===== config.mk =====
export PLATFORM = sky130hd
export DESIGN_NAME = module_ascii2binary
export DESIGN_NICKNAME = d
export VERILOG_FILES = /design/src/rtl/ascii2bin_pkg.sv /design/src/rtl/module_bcd2binary.sv /design/src/rtl/module_ascii2binary.sv
export SDC_FILE = /design/constraint.sdc
export NUM_CORES = 1
export LEC_CHECK = 0
export CORE_MARGIN = 10
export CORE_UTILIZATION = 60
export CTS_CLUSTER_DIAMETER = 80
export DETAILED_ROUTE_END_ITERATION = 16
export PLACE_DENSITY = 0.89
export SLEW_MARGIN = 20
export SYNTH_ARGS = -nofsm -noshare
export SYNTH_HDL_FRONTEND = slang
export SYNTH_SLANG_ARGS = --single-unit

===== constraint.sdc =====
create_clock -name clk -period 8.9 [get_ports clk]
set_input_delay 2.225 -clock clk [delete_from_list [all_inputs] [get_ports clk]]
set_output_delay 2.225 -clock clk [all_outputs]
set_load 0.01 [all_outputs]

===== src/rtl/ascii2bin_pkg.sv =====
// -----------------------------------------------------------------------------
// ascii2bin_pkg
// Shared definitions for the ASCII-decimal to binary conversion path.
//   - state_t     : controller states (IDLE, COLLECT, CONVERT, HOLD)
//   - ASCII_*     : character constants used by the parser
//   - is_digit()  : true for the characters '0'..'9'
// Optional feature macro used by importers: ASCII2BIN_BACKSPACE_EN
// -----------------------------------------------------------------------------
package ascii2bin_pkg;

    typedef enum logic [1:0] {
        IDLE    = 2'd0,
        COLLECT = 2'd1,
        CONVERT = 2'd2,
        HOLD    = 2'd3
    } state_t;

    localparam logic [7:0] ASCII_ZERO = 8'h30;
    localparam logic [7:0] ASCII_NINE = 8'h39;
    localparam logic [7:0] ASCII_BS   = 8'h08;

    function automatic logic is_digit(input logic [7:0] c);
        return (c >= ASCII_ZERO) && (c <= ASCII_NINE);
    endfunction

endpackage : ascii2bin_pkg


===== src/rtl/module_bcd2binary.sv =====
// -----------------------------------------------------------------------------
// module_bcd2binary
// Combinational MAX_DIGITS-digit packed BCD to unsigned binary converter.
// Digit 0 (least significant) lives in bcd_in[3:0]. Evaluated Horner-style,
// most significant digit first, with x10 built as (x<<3)+(x<<1) so no
// multiplier or divider is inferred.
// Ports:
//   bcd_in   in   4*MAX_DIGITS  packed BCD digits
//   bin_out  out  WIDTH         low WIDTH bits of the converted value
//   overflow out  1             converted value exceeds 2^WIDTH-1
// Optional feature macro: none (ASCII2BIN_BACKSPACE_EN lives in the top).
// -----------------------------------------------------------------------------
module module_bcd2binary #(
    parameter int WIDTH      = 8,
    parameter int MAX_DIGITS = 3
) (
    input  logic [4*MAX_DIGITS-1:0] bcd_in,
    output logic [WIDTH-1:0]        bin_out,
    output logic                    overflow
);

    // 10^n < 16^n, so 4*MAX_DIGITS bits always hold the full sum without
    // wrapping; WIDTH+4 keeps at least one bit above the result for overflow.
    localparam int SUM_W = ((WIDTH + 4) > (4 * MAX_DIGITS)) ? (WIDTH + 4)
                                                             : (4 * MAX_DIGITS);

    logic [SUM_W-1:0] sum;

    always_comb begin
        sum = '0;
        for (int i = MAX_DIGITS - 1; i >= 0; i--) begin
            sum = (sum << 3) + (sum << 1) + SUM_W'(bcd_in[4*i +: 4]);
        end
    end

    assign bin_out  = sum[WIDTH-1:0];
    assign overflow = |sum[SUM_W-1:WIDTH];

endmodule : module_bcd2binary


===== src/rtl/module_ascii2binary.sv =====
// -----------------------------------------------------------------------------
// module_ascii2binary
// Accepts a serial stream of ASCII decimal characters, collects up to
// MAX_DIGITS digits as BCD and, on TERM_CHAR, converts them to an unsigned
// WIDTH-bit value presented on a valid/ready handshake.
// Ports:
//   clk           in   1      system clock
//   rst_n         in   1      asynchronous active-low reset
//   ascii_in      in   8      incoming character
//   ascii_valid   in   1      ascii_in valid this cycle
//   ascii_ready   out  1      character accepted this cycle (IDLE/COLLECT)
//   result        out  WIDTH  converted value (0 when result_err)
//   result_err    out  1      conversion failed; qualified by result_valid
//   result_valid  out  1      result/result_err valid
//   result_ready  in   1      consumer takes the result
// Optional feature macro: ASCII2BIN_BACKSPACE_EN
//   defined   : 8'h08 deletes the most recent digit (count saturates at 0)
//   undefined : 8'h08 is treated as any other invalid character
// -----------------------------------------------------------------------------
module module_ascii2binary
    import ascii2bin_pkg::*;
#(
    parameter int         WIDTH      = 8,
    parameter int         MAX_DIGITS = 3,
    parameter logic [7:0] TERM_CHAR  = 8'h0D
) (
    input  logic             clk,
    input  logic             rst_n,
    input  logic [7:0]       ascii_in,
    input  logic             ascii_valid,
    output logic             ascii_ready,
    output logic [WIDTH-1:0] result,
    output logic             result_err,
    output logic             result_valid,
    input  logic             result_ready
);

    localparam int DIG_W = 4 * MAX_DIGITS;
    localparam int CNT_W = $clog2(MAX_DIGITS + 1);

    state_t             state_q, state_d;
    logic [DIG_W-1:0]   digits_q, digits_d;
    logic [CNT_W-1:0]   count_q, count_d;
    logic               err_pend_q, err_pend_d;
    logic [WIDTH-1:0]   result_q, result_d;
    logic               result_err_q, result_err_d;
    logic               result_valid_q, result_valid_d;

    logic               accept;
    logic [WIDTH-1:0]   conv_bin;
    logic               conv_ovf;

    module_bcd2binary #(
        .WIDTH      (WIDTH),
        .MAX_DIGITS (MAX_DIGITS)
    ) u_bcd2binary (
        .bcd_in   (digits_q),
        .bin_out  (conv_bin),
        .overflow (conv_ovf)
    );

    assign ascii_ready  = (state_q == IDLE) || (state_q == COLLECT);
    assign accept       = ascii_valid && ascii_ready;

    assign result       = result_q;
    assign result_err   = result_err_q;
    assign result_valid = result_valid_q;

    always_comb begin
        state_d        = state_q;
        digits_d       = digits_q;
        count_d        = count_q;
        err_pend_d     = err_pend_q;
        result_d       = result_q;
        result_err_d   = result_err_q;
        result_valid_d = result_valid_q;

        case (state_q)
            IDLE, COLLECT: begin
                if (accept) begin
                    if (ascii_in == TERM_CHAR) begin
                        state_d = CONVERT;
                    end else if (is_digit(ascii_in)) begin
                        if (count_q < CNT_W'(MAX_DIGITS)) begin
                            // Low nibble of '0'..'9' is the digit value itself.
                            digits_d = DIG_W'({digits_q, ascii_in[3:0]});
                            count_d  = count_q + CNT_W'(1);
                            state_d  = COLLECT;
                        end else begin
                            // Too many digits: keep what we have, flag the line.
                            err_pend_d = 1'b1;
                        end
`ifdef ASCII2BIN_BACKSPACE_EN
                    end else if (ascii_in == ASCII_BS) begin
                        // Drop the newest digit; err_pend is deliberately kept.
                        digits_d = digits_q >> 4;
                        if (count_q != '0) begin
                            count_d = count_q - CNT_W'(1);
                        end
                        state_d = (count_q <= CNT_W'(1)) ? IDLE : COLLECT;
`endif
                    end else begin
                        // Invalid byte: remember it, report once at TERM_CHAR.
                        err_pend_d = 1'b1;
                    end
                end
            end

            CONVERT: begin
                result_err_d   = err_pend_q | (count_q == '0) | conv_ovf;
                result_d       = result_err_d ? '0 : conv_bin;
                result_valid_d = 1'b1;
                state_d        = HOLD;
            end

            HOLD: begin
                if (result_ready) begin
                    result_valid_d = 1'b0;
                    digits_d       = '0;
                    count_d        = '0;
                    err_pend_d     = 1'b0;
                    state_d        = IDLE;
                end
            end

            default: begin
                state_d = IDLE;
            end
        endcase
    end

    always_ff @(posedge clk or negedge rst_n) begin
        if (!rst_n) begin
            state_q        <= IDLE;
            digits_q       <= '0;
            count_q        <= '0;
            err_pend_q     <= 1'b0;
            result_q       <= '0;
            result_err_q   <= 1'b0;
            result_valid_q <= 1'b0;
        end else begin
            state_q        <= state_d;
            digits_q       <= digits_d;
            count_q        <= count_d;
            err_pend_q     <= err_pend_d;
            result_q       <= result_d;
            result_err_q   <= result_err_d;
            result_valid_q <= result_valid_d;
        end
    end

endmodule : module_ascii2binary


==> run summary, run 1 <==
The mux share of post-synthesis cell area is 0.0112. The clock period minus final worst setup slack is 3.86 ns. The count of hold-fix buffers inserted at cts came out at 0.

After detailed routing, the number of remaining DRC violations is 0. The sink count of the clock tree is 27. The routed via count divided by cell count came out at 5.67. The summed negative setup slack over all endpoints is 0 ns. After technology mapping, the gate count stands at ~210.

The average size of a mapped cell is 9.63 µm². The final-stage net count is 272. The number of buffers created by CTS is 3. After clock tree synthesis, the clock-pin slew on the worst setup and hold paths is 0.14 ns. The simple-gate share of the synthesized area is 0.178. The largest fanout of any net on the critical path came out at 7. The first global-routing pass estimated 7130 µm of wire. The tree is rooted in a sky130_fd_sc_hd__clkbuf_4. The setup slack of the critical path after layout came out at 5.04 ns.

The die covers 6070 µm². The number of enable-type register cells in the synthesized netlist is 0. The count of standard-cell rows came out at 20.

The initial core utilization came out at 0.643. The maximum number of pins on one net before global-route repair came out at 28. The count of maximum capacitance violations came out at 0. The number of synthesized register bits is 27. The path with the worst hold slack has its endpoint at result_valid. The required arrival time at the worst endpoint is 9.13 ns. The worst setup path is captured at a register.

The post-synthesis net count came out at 249. The clock skew is about 0.0024 ns. The number of setup violations in the final report is 0. Buffers added to address setup during post-CTS repair amount to 0. The stage delay of the slowest cell on the critical path is 0.54 ns. The worst register-to-register path begins at digits_q[8]. The sequential fraction of the synthesis area came out at 0.336. The complex-gate fraction of the synthesized area came to 0.187. By startpoint and endpoint, the worst setup path is classified as reg -> reg.

The timing-limited maximum frequency came out at 0.259 GHz. The total inserted antenna cells is 0. The number of top-level design ports came out at 23. Once placement finished, the instance area stood at 2260 µm².

The relative area change from synthesis to final layout came out at 13.8%. After routing the design area is 2290 µm². The cell family contributing the most delay on the critical path is adder cells. Leaving out fill and tap cells, the most frequent cell in the layout is sky130_fd_sc_hd__dfrtp_1. The top cell types in the final layout, fill and taps aside, are sky130_fd_sc_hd__dfrtp_1 (27), sky130_fd_sc_hd__ha_1 (24), sky130_fd_sc_hd__inv_1 (23).

TritonCTS built the clock tree. The cell count of the worst reg-to-reg path is 10. The HPWL after detailed placement is about 3300 µm.

The global-route usage over all layers is 0.136. The run finished with clean final reports. Measured along the x axis, the die boundary spans roughly 78 µm. In the final layout, the share of cells above drive strength 1 is 0.0823.

The count of cell types in the netlist is between 40 and 50. Setup repair after global routing left no endpoint under its margin. The congestion estimate from routability-driven global placement came to a little over 0.8.

The cell that appears most often on the critical path is sky130_fd_sc_hd__ha_1. From bottom edge to top edge, the die measures 77.9 µm. Dividing the detail-routed wire length by the instance count gives 14.5 µm. The number of H-tree levels is 1. The total count of hold-check failures in the final report is 0. Summed over all layers, the global routing overflow is 0. The worst hold path belongs to the class reg -> reg. Summed over all layers, the routed wires come to 3980 µm. The worst-case headroom to the max-slew limit is 0.598. The arithmetic-cell share of the synthesized area counting full adders, half adders and majority gates is 0.189. The first-pass detailed-route iteration total is 4. Clock latency on the worst-skew pair, taken at its later pin, is ~0.31 ns. The worst register-to-register path ends at result[5]. The standard cell core area is 3130 µm². The worst slack after detailed placement is 4.79 ns. The signal arrival time at the worst endpoint is between 4 and 5 ns. The number of antenna violations at the first check in global routing is 0. The setup slack of the worst register-to-register path came out at 5.04 ns.

The final-layout worst hold slack is 0.498 ns. Buffers placed on the I/O ports in this run total 22. The count of instances resized after the clock tree is built is 0. During synthesis, Yosys emitted a total of 0 warnings. The most used flip-flop cell after synthesis is sky130_fd_sc_hd__dfrtp_1. Walking the worst path, the cells encountered are ha_1 > fa_1 > o21ai_0 > o41ai_1 > ha_1 > ha_1 > or4_4 > mux2i_4 > nor2_4 > o31ai_2. The xor and xnor fraction of the mapped netlist area came out at 0.0392.

The first routing iteration left 82 violations. The max-slew violation count came to 0. The count of nets left with antenna violations after detail routing came out at 0. The startpoint type of the worst setup path is a register. The buffers plus inverters on the worst setup path came out at 0. The number of instances on the worst hold path is 2. The combinational family with the most area after synthesis is adder cells.

Among all stages on the critical path, the largest delay is contributed by sky130_fd_sc_hd__fa_1. The transition time of the tightest slew-check pin is 0.601 ns. Of the available clock period, the critical path in the final layout requires 0.433. The cell area that synthesis handed to floorplanning was 2010 µm². The via count of the first global-routing pass is 1647. The detailed router placed approximately 1600 vias in this run. The worst min-delay path startpoint is result_valid.

The fraction of registers with async set/reset came out at 1.00. The number of buffers between clock root and the deepest sink came out at 2.
[metrics by stage]
step                 util  instances
CTS                 0.732        275
floorplan               -        209
global placement    0.724        271
global route        0.732        275
detailed placement  0.724        271
finish              0.732        275
[layer usage]
metal  vias to the layer above  wire (µm)  global-route usage
met4                         0         76              0.0269
met2                        32       2030               0.255
met3                         6        149              0.0311
met5                         -          0                   0
li1                        778          -                   -
met1                       744       1720               0.153
[cell type report]
| cell class | instances | area, µm² |
|---|---|---|
| Multi-Input combinational cell | 154 | 1220 |
| Sequential cell | 27 | 676 |
| Clock buffer | 4 | 26.3 |
| Fill cell | 232 | 838 |
| Tap cell | 44 | 55.1 |
| Timing Repair Buffer | 23 | 228 |
| Inverter | 23 | 86.3 |
[worst min-delay path, cell delays in order (launching register included)]
cell and delay, ns:
sky130_fd_sc_hd__dfrtp_1 0.38, sky130_fd_sc_hd__nand2_1 0.05, sky130_fd_sc_hd__nand2_1 0.05
[sequential cells by signal (all words and copies together) (netlist names)]
signal and count:
digits_q 12, result 8, count_q 2, state_q 2, err_pend_q 1, result_err 1, result_valid 1
[kinds of logic after synthesis]
group,count (synthesis)
fa+ha+maj,28
xor+xnor,9
buf+inv,28
flops,27
compound gates,52
other cells,1
simple gates,63
mux,1
[worst max-delay path by stage]
stage                        to  depth (start not counted)   startpoint  slack, ns
floorplan             result[4]                         10  digits_q[8]       5.43
global placement    digits_q[0]                          6  ascii_in[7]       4.92
detailed placement  digits_q[5]                          6  ascii_in[7]       4.79
CTS                   result[5]                         10  digits_q[8]       5.03
global route          result[5]                         10  digits_q[8]       4.84
finish                result[5]                         10  digits_q[8]       5.04
[cells in the mapped netlist (2+ instances only)]
master                     number  area share
sky130_fd_sc_hd__or3_1          2      0.0062
sky130_fd_sc_hd__nand3_1       18       0.045
sky130_fd_sc_hd__o21ai_0        8       0.020
sky130_fd_sc_hd__nor2b_1        2      0.0062
sky130_fd_sc_hd__nor4b_1        2      0.0087
sky130_fd_sc_hd__o31ai_2        5       0.031
sky130_fd_sc_hd__nand2_1       19       0.035
sky130_fd_sc_hd__xor2_1         3       0.013
sky130_fd_sc_hd__a211o_1        2      0.0087
sky130_fd_sc_hd__xnor2_1        6       0.026
sky130_fd_sc_hd__ha_1          24        0.15
sky130_fd_sc_hd__inv_1         23       0.043
sky130_fd_sc_hd__nor2_1         8       0.015
sky130_fd_sc_hd__o21ai_1       17       0.042
sky130_fd_sc_hd__a21oi_1        7       0.017
sky130_fd_sc_hd__dfrtp_1       27        0.34
sky130_fd_sc_hd__buf_4          3       0.011
sky130_fd_sc_hd__fa_1           4       0.040
sky130_fd_sc_hd__a21o_1         3       0.011
sky130_fd_sc_hd__o21a_1         2      0.0075
sky130_fd_sc_hd__nand2b_1       2      0.0062
Power of run 1 is not shown: default switching activity piles up to over one toggle a cycle in this logic, so the estimate is an artifact.
==> run 2, diff against run 1 <==
--- a/config.mk
+++ b/config.mk
@@ -6,10 +6,10 @@
 export NUM_CORES = 1
 export LEC_CHECK = 0
 export CORE_MARGIN = 10
-export CORE_UTILIZATION = 60
+export CORE_UTILIZATION = 56
 export CTS_CLUSTER_DIAMETER = 80
 export DETAILED_ROUTE_END_ITERATION = 16
-export PLACE_DENSITY = 0.89
+export PLACE_DENSITY = 0.84
 export SLEW_MARGIN = 20
 export SYNTH_ARGS = -nofsm -noshare
 export SYNTH_HDL_FRONTEND = slang
==> constraint.sdc (replaced) <==
create_clock -name clk -period 3.9 [get_ports clk]
set_input_delay 0.975 -clock clk [delete_from_list [all_inputs] [get_ports clk]]
set_output_delay 0.975 -clock clk [all_outputs]
set_load 0.01 [all_outputs]
==> run 2 against run 1 <==
  * Hold slack is essentially flat
  * Global-route usage fell by 1.1 points
  * Register-to-register slack worse by 4.8 ns
  * Final cell count rose by 0.73%
  * Core utilization is 5.8 points lower
  * Largest cell class unchanged
  * Worst setup slack got worse by 4.8 ns
  * Clock-buffer cell count did not move
==> run summary, run 2 (synthesis results as in run 1) <==
The run finished with clean final reports. The maximum number of pins on one net before global-route repair came out at 28. The final design area excluding fillers is 2300 µm². The count of hold-fix buffers inserted at cts came out at 0. TritonCTS built the clock tree. The clock period minus final worst setup slack is approximately 3.6 ns. In this run the cell area measured after placement is 2270 µm². The initial DRC count is 88. CTS built an H-tree with a depth of 1.

The die footprint is 6390 µm². The count of maximum capacitance violations is 0. The routed layout has 1551 vias. The DRC violation count after routing came out at 0. The via count of the first global-routing pass is 1504.

The register containing the most flip-flops in the final layout is digits_q. The summed negative setup slack over all endpoints is 0 ns. Setup repair after global routing left no endpoint under its margin. The number of buffers between clock root and the deepest sink came out at 2. The standard cell core area came out at 3420 µm².

The library cell used most frequently in the layout, excluding fill and tap cells, is sky130_fd_sc_hd__dfrtp_1. The total count of hold-check failures in the final report came to 0. In the finished design, the share of the clock period the worst path needs comes to 0.933. The worst setup path is launched from a register.

The routed via count divided by cell count is 5.60. The count of input and output buffers is 22. The die is 79.9 µm tall. The number of top-level design ports is 23. The final-stage net count came out at 272. The die span in x is about 80 µm. The cell sitting at the root of the clock tree is a sky130_fd_sc_hd__clkbuf_4.

The count of standard-cell rows is 21. Of the cells placed in the final design, the portion with a size suffix greater than 1 is 0.0909. The largest fanout of any net on the critical path is 7. The initial utilization of the core area, before any placement, comes to 0.589.

The signal arrival time at the worst endpoint came out at 3.88 ns. The transition time of the tightest slew-check pin is 0.616 ns. The register with the most flip-flops in the layout has 12 of them. Headroom to the max-slew limit came out at 0.587.

The repair_antennas step left the layout with diodes totalling 0. Timing would allow up to 0.275 GHz. The final layout contains routed wiring with a total length of 3840 µm.

The worst-skew pair later-pin latency came out at 0.32 ns. In the global route stage, overall resource usage came out at 0.125. The max-slew violation count is 0. The required arrival time at the worst endpoint came out at 4.14 ns. After detailed routing, the average wire length per cell comes to between 10 and 15 µm.

The count of nets left with antenna violations after detail routing is 0. The detailed placement HPWL is 3230 µm. The kind of path behind the tightest hold check is reg -> reg. STA classifies the critical path endpoint as a register. The sum of overflow across all layers after global routing is 0.

At the end of routability-driven placement, the weighted congestion stood at 0.795. The clock skew is 0.00786 ns. The first global-routing pass estimated around 6700 µm of wire. The sink count of the clock tree is 27.

The number of buffers created by CTS came out at 3. After clock tree synthesis, the clock-pin slew on the worst setup and hold paths is 0.14 ns. Setup violations remaining at the end of the flow were counted as 0. The critical setup path kind is reg -> reg. Compared with the post-synthesis result, the final layout area differs by 14.5%. The number of antenna violations at the first check in global routing was 0. The first-pass detailed-route iteration total is 4. The library cells used most frequently in the layout, excluding fill and tap cells, are sky130_fd_sc_hd__dfrtp_1 (27), sky130_fd_sc_hd__ha_1 (24), sky130_fd_sc_hd__inv_1 (23).
[run 2: path summary, 6_finish.rpt]
kind | start | endpoint | slack [ns] | cells past startpoint
worst max-delay path | digits_q[8] | result[4] | 0.26 | 11
worst min-delay path | result_valid | result_valid | 0.50 | 2
worst max register to register | digits_q[8] | result[4] | 0.26 | 11
worst min register to register | result_valid | result_valid | 0.50 | 2
max in group asynchronous | rst_n | err_pend_q | 2.65 | 2
min in group asynchronous | rst_n | digits_q[4] | 1.00 | 2
[run 2: layer usage]
metal,track usage,vias up,part of all wire
li1,-,778,-
met1,0.150,742,0.45
met2,0.223,29,0.49
met3,0.0338,2,0.045
met4,0.0158,0,0.0050
met5,0,-,0
[run 2: stage by stage]
step                cells  worst slack [ns]   util  hold WS [ns]
global route          277            0.0535  0.674         0.536
floorplan             209             0.426      -         0.458
global placement      273             0.274  0.663         0.464
finish                277             0.260  0.674         0.498
detailed placement    273            0.0934  0.663         0.470
CTS                   277            0.0292  0.671         0.504
[run 2: area by class of cell]
| type | count | area, µm² |
|---|---|---|
| timing repair buffer | 23 | 228 |
| multi-input combinational | 154 | 1230 |
| clock buffer | 4 | 26.3 |
| sequential | 27 | 676 |
| tap | 46 | 57.6 |
| inverter | 23 | 86.3 |
| fill | 280 | 1110 |
[run 2: repair_timing]
item                       4_1_cts  5_1_grt
resized for setup                0        3
buffers inserted                 0        0
setup endpoints to repair        0        9
[run 2: worst max-delay path, stage by stage (launching register included)]
cell                      delay [ns]
sky130_fd_sc_hd__dfrtp_1        0.44
sky130_fd_sc_hd__ha_1           0.31
sky130_fd_sc_hd__ha_1           0.34
sky130_fd_sc_hd__nor2b_1        0.19
sky130_fd_sc_hd__o21ai_2        0.10
sky130_fd_sc_hd__o41ai_2        0.36
sky130_fd_sc_hd__ha_1           0.31
sky130_fd_sc_hd__ha_1           0.40
sky130_fd_sc_hd__or4_4          0.53
sky130_fd_sc_hd__mux2i_4        0.23
sky130_fd_sc_hd__nor2_4         0.10
sky130_fd_sc_hd__o31ai_2        0.25
Power of run 2 is left out for the same reason.
==> run 3, diff against run 2 <==
--- a/config.mk
+++ b/config.mk
@@ -5,8 +5,9 @@
 export SDC_FILE = /design/constraint.sdc
 export NUM_CORES = 1
 export LEC_CHECK = 0
+export ABC_AREA = 1
 export CORE_MARGIN = 10
-export CORE_UTILIZATION = 56
+export CORE_UTILIZATION = 57
 export CTS_CLUSTER_DIAMETER = 80
 export DETAILED_ROUTE_END_ITERATION = 16
 export PLACE_DENSITY = 0.84
==> run 3 against run 2 <==
  * Synthesized area grew 4.5%
  * Flip-flop and latch count is the same
  * Cell area grew 4.3%
  * Non-clock buffer count is the same
  * Largest cell class unchanged
==> run summary, run 3 <==
Setup repair after global routing left no endpoint under its margin. The library cells used most frequently in the layout, excluding fill and tap cells, are sky130_fd_sc_hd__nand2_1 (97), sky130_fd_sc_hd__inv_1 (36), sky130_fd_sc_hd__dfrtp_1 (27). Between clock sinks in the finished design, the worst skew comes to 0.00662 ns.

The fraction of registers with async set/reset is 1.00. The total setup buffers inserted after CTS is 0. The average size of a mapped cell came out at between 7 and 8 µm². The first-pass GRT wire length is 7480 µm.

The filler-free cell count of the finished design is 350. The floorplan step defined a die boundary enclosing 6520 µm². The transition time of the tightest slew-check pin came out at ~0.52 ns. The total count of hold-check failures in the final report is 0. In this run the worst hold path is classified as reg -> reg. The DRC violation count after routing is 0. The number of placed instances, taps included, is between 300 and 400. The required arrival time at the worst endpoint is 4.07 ns. The via count of the first global-routing pass is about 1800. The tool flagged a number of max-cap violations equal to 0. The sum of overflow across all layers after global routing came out at 0. Subtracting the final worst setup slack from the clock period gives 3.44 ns. The element type at the critical path end is a register. The timing-limited maximum frequency is 0.291 GHz.

The number of enable-type register cells in the synthesized netlist is 0. Leaving out fill and tap cells, the most frequent cell in the layout is sky130_fd_sc_hd__nand2_1. The first detailed-routing pass ran for 4 iterations. TritonCTS built the clock tree.

The clock transition at the register clock pins on the worst setup and hold paths after CTS came out at 0.09 ns. The leakage component of the power came out at approximately 0.0013 µW. The routed via count divided by cell count came out at 5.19. For this run, the register share of the synthesized area comes to 0.321. Of the post-synthesis cell area, the dominant cell type holds 0.321. The commonest cells after synthesis are sky130_fd_sc_hd__nand2_1 (97), sky130_fd_sc_hd__inv_1 (36), sky130_fd_sc_hd__dfrtp_1 (27).

The worst-case headroom to the max-slew limit is 0.650. The register containing the most flip-flops in the final layout is digits_q. The number of fill cells came out at 312. The initial utilization of the core area, before any placement, comes to 0.583. The sink count of the clock tree came out at 27. The count of nets left with antenna violations once routing finished came out at 0. The cell area that synthesis handed to floorplanning was 2100 µm². Yosys printed 0 warnings.

In the synthesized netlist, the number of instances is 280. The initial DRC count is 96. At the later pin of the worst-skew pair, clock insertion delay measures 0.27 ns.

The global-route usage over all layers is 0.139. The floorplan has 22 rows. The run finished with clean final reports.

The floorplan step set the die height to 80.7 µm. The layout cell share with drive strength beyond 1 is 0.0430. sky130_fd_sc_hd__dfrtp_1 takes more of the synthesized area than any other cell. The worst-case IR drop observed on VDD is 0.479 mV. Compared with the post-synthesis result, the final layout area differs by 14.3%. The register area is 676 µm². STA puts the critical path data arrival time at 3.61 ns. The cell sitting at the root of the clock tree is a sky130_fd_sc_hd__clkbuf_8. The number of instances on the worst hold path came out at 2.

For hold timing, the worst endpoint is result[1]. Setup violations remaining at the end of the flow were counted as 0. The total power density per cell area came out at roughly 910 nW/µm². In this run the critical register-to-register path is launched from digits_q[10]. Counting along the longest clock path gives a buffer depth of 2. The count of cell types in the netlist came out at 28. The worst setup path is launched from a register. The congestion estimate from routability-driven global placement came to 0.894. The count of instances resized after the clock tree is built came out at 0. In this run the number of H-tree levels came out at 1. Clock tree synthesis inserted a total of 3 buffers. The net count of the finished layout is between 300 and 400. The final-layout worst hold slack came out at 0.490 ns. The max-slew violation count is 0. The share of the clock period used by the worst path came out at 0.882. The detailed placement HPWL came out at 3320 µm. The register with the most flip-flops in the layout has 12 of them. The setup slack of the worst register-to-register path is 0.46 ns. Synthesis produced a netlist with a net count of 320.

The number of synthesized register bits came out at 27. The multi-input gate area in the final layout is 1250 µm². The routed length per instance came out at 12.0 µm.

Measured in cells, the most critical reg-to-reg path has a length of 18. The commonest register cell after synthesis is sky130_fd_sc_hd__dfrtp_1. The area of placed instances came out at around 2400 µm². Sorting the synthesized cells by area gives the leading types as sky130_fd_sc_hd__dfrtp_1 (32%), sky130_fd_sc_hd__nand2_1 (17%), sky130_fd_sc_hd__ha_1 (14%). The standard cell core area is 3610 µm². The number of antenna violations at the first check in global routing was 0. Buffers inserted to repair hold after CTS numbered 0. The critical setup path kind is reg -> reg. The count of input and output buffers came out at 22.

The overall routed net length is 4180 µm. In the post-synthesis netlist, the cell with the most instances is sky130_fd_sc_hd__nand2_1. The worst register-to-register path ends at result_err. The total inserted antenna cells is 0. In this run the most critical hold path is launched from result[1].

After layout, the design draws a total of 2180 µW. From left edge to right edge, the die measures 80.7 µm. The number of top-level design ports is 23. The largest fanout of any net on the critical path came out at 9. Entering global routing, the biggest net connects 28 pins.

After routing the design area is around 2400 µm². In the final timing run, aggregate negative setup slack is 0 ns. The overall via count from detail_route is roughly 1800.
==> run 3: changes by cell type in the layout (fill, tap and decap cells not counted), sizes merged, moves of 5 or more <==
cell / delta
nand2: +80
o21ai: -22
inv: +15
nand4: +13
nor2: +11
o31ai: -5
==> run 3: logic make-up (layout without fill, tap and decap cells) <==
kind of cell	count (synthesis)	count (layout)	synth area share
flops	27	27	0.321
simple gates	158	158	0.331
xor+xnor	8	8	0.0333
compound gates	15	15	0.0488
fa+ha+maj	28	28	0.181
other cells	1	1	0.00178
buf+inv	43	65	0.0827
==> run 3: cell type report <==
class | count | share of cell area
clock buffers | 4 | 0.0187
inverters | 38 | 0.0593
multi-input cells | 210 | 0.521
flip-flops and latches | 27 | 0.281
well taps | 48 | 0.0250
repair buffers | 23 | 0.0947
==> run 3: power by group <==
part	total [µW]	switching [µW]	leakage [µW]	internal, µW
Combinational	1520	925	0.000945	593
Clock	160	86.6	0.0000228	73.3
Sequential	498	105	0.000351	393
Total	2180	1120	0.00132	1060
==> run 3: worst max-delay path by stage <==
stage,from,to,slack (ns),cells after the start
5_1_grt,digits_q[10],result_err,0.22,18
4_1_cts,digits_q[10],result_err,0.45,18
3_3_place_gp,digits_q[10],result_err,0.58,18
2_1_floorplan,digits_q[10],result_err,0.75,18
6_report,digits_q[10],result_err,0.46,18
3_5_place_dp,digits_q[10],result_err,0.47,18
==> run 3: stage by stage <==
| stage | util | worst slack (ns) |
|---|---|---|
| floorplan | - | 0.754 |
| global placement | 0.654 | 0.576 |
| detailed placement | 0.654 | 0.466 |
| CTS | 0.667 | 0.446 |
| global route | 0.667 | 0.222 |
| finish | 0.667 | 0.460 |
==> run 3: metal layers <==
metal	up-vias	track usage	wire (µm)
met5	-	0	0
met4	0	0.0450	59
met3	9	0.0324	171
met2	35	0.244	2040
met1	828	0.163	1910
li1	946	-	-
==> run 3: worst max-delay path: stages (launching register included) <==
cell	delay, ns
sky130_fd_sc_hd__dfrtp_1	0.44
sky130_fd_sc_hd__ha_1	0.23
sky130_fd_sc_hd__fa_1	0.51
sky130_fd_sc_hd__inv_1	0.08
sky130_fd_sc_hd__o22ai_1	0.24
sky130_fd_sc_hd__xnor2_1	0.15
sky130_fd_sc_hd__inv_1	0.08
sky130_fd_sc_hd__ha_1	0.30
sky130_fd_sc_hd__ha_1	0.36
sky130_fd_sc_hd__nand2_1	0.14
sky130_fd_sc_hd__inv_1	0.05
sky130_fd_sc_hd__a21oi_1	0.18
sky130_fd_sc_hd__nand2_1	0.07
sky130_fd_sc_hd__nand2_1	0.05
sky130_fd_sc_hd__nand2_1	0.08
sky130_fd_sc_hd__nor2_4	0.20
sky130_fd_sc_hd__nand2_1	0.07
sky130_fd_sc_hd__nand2_1	0.06
sky130_fd_sc_hd__nand2_1	0.05
No activity file was read; power rests on OpenSTA's default activity.
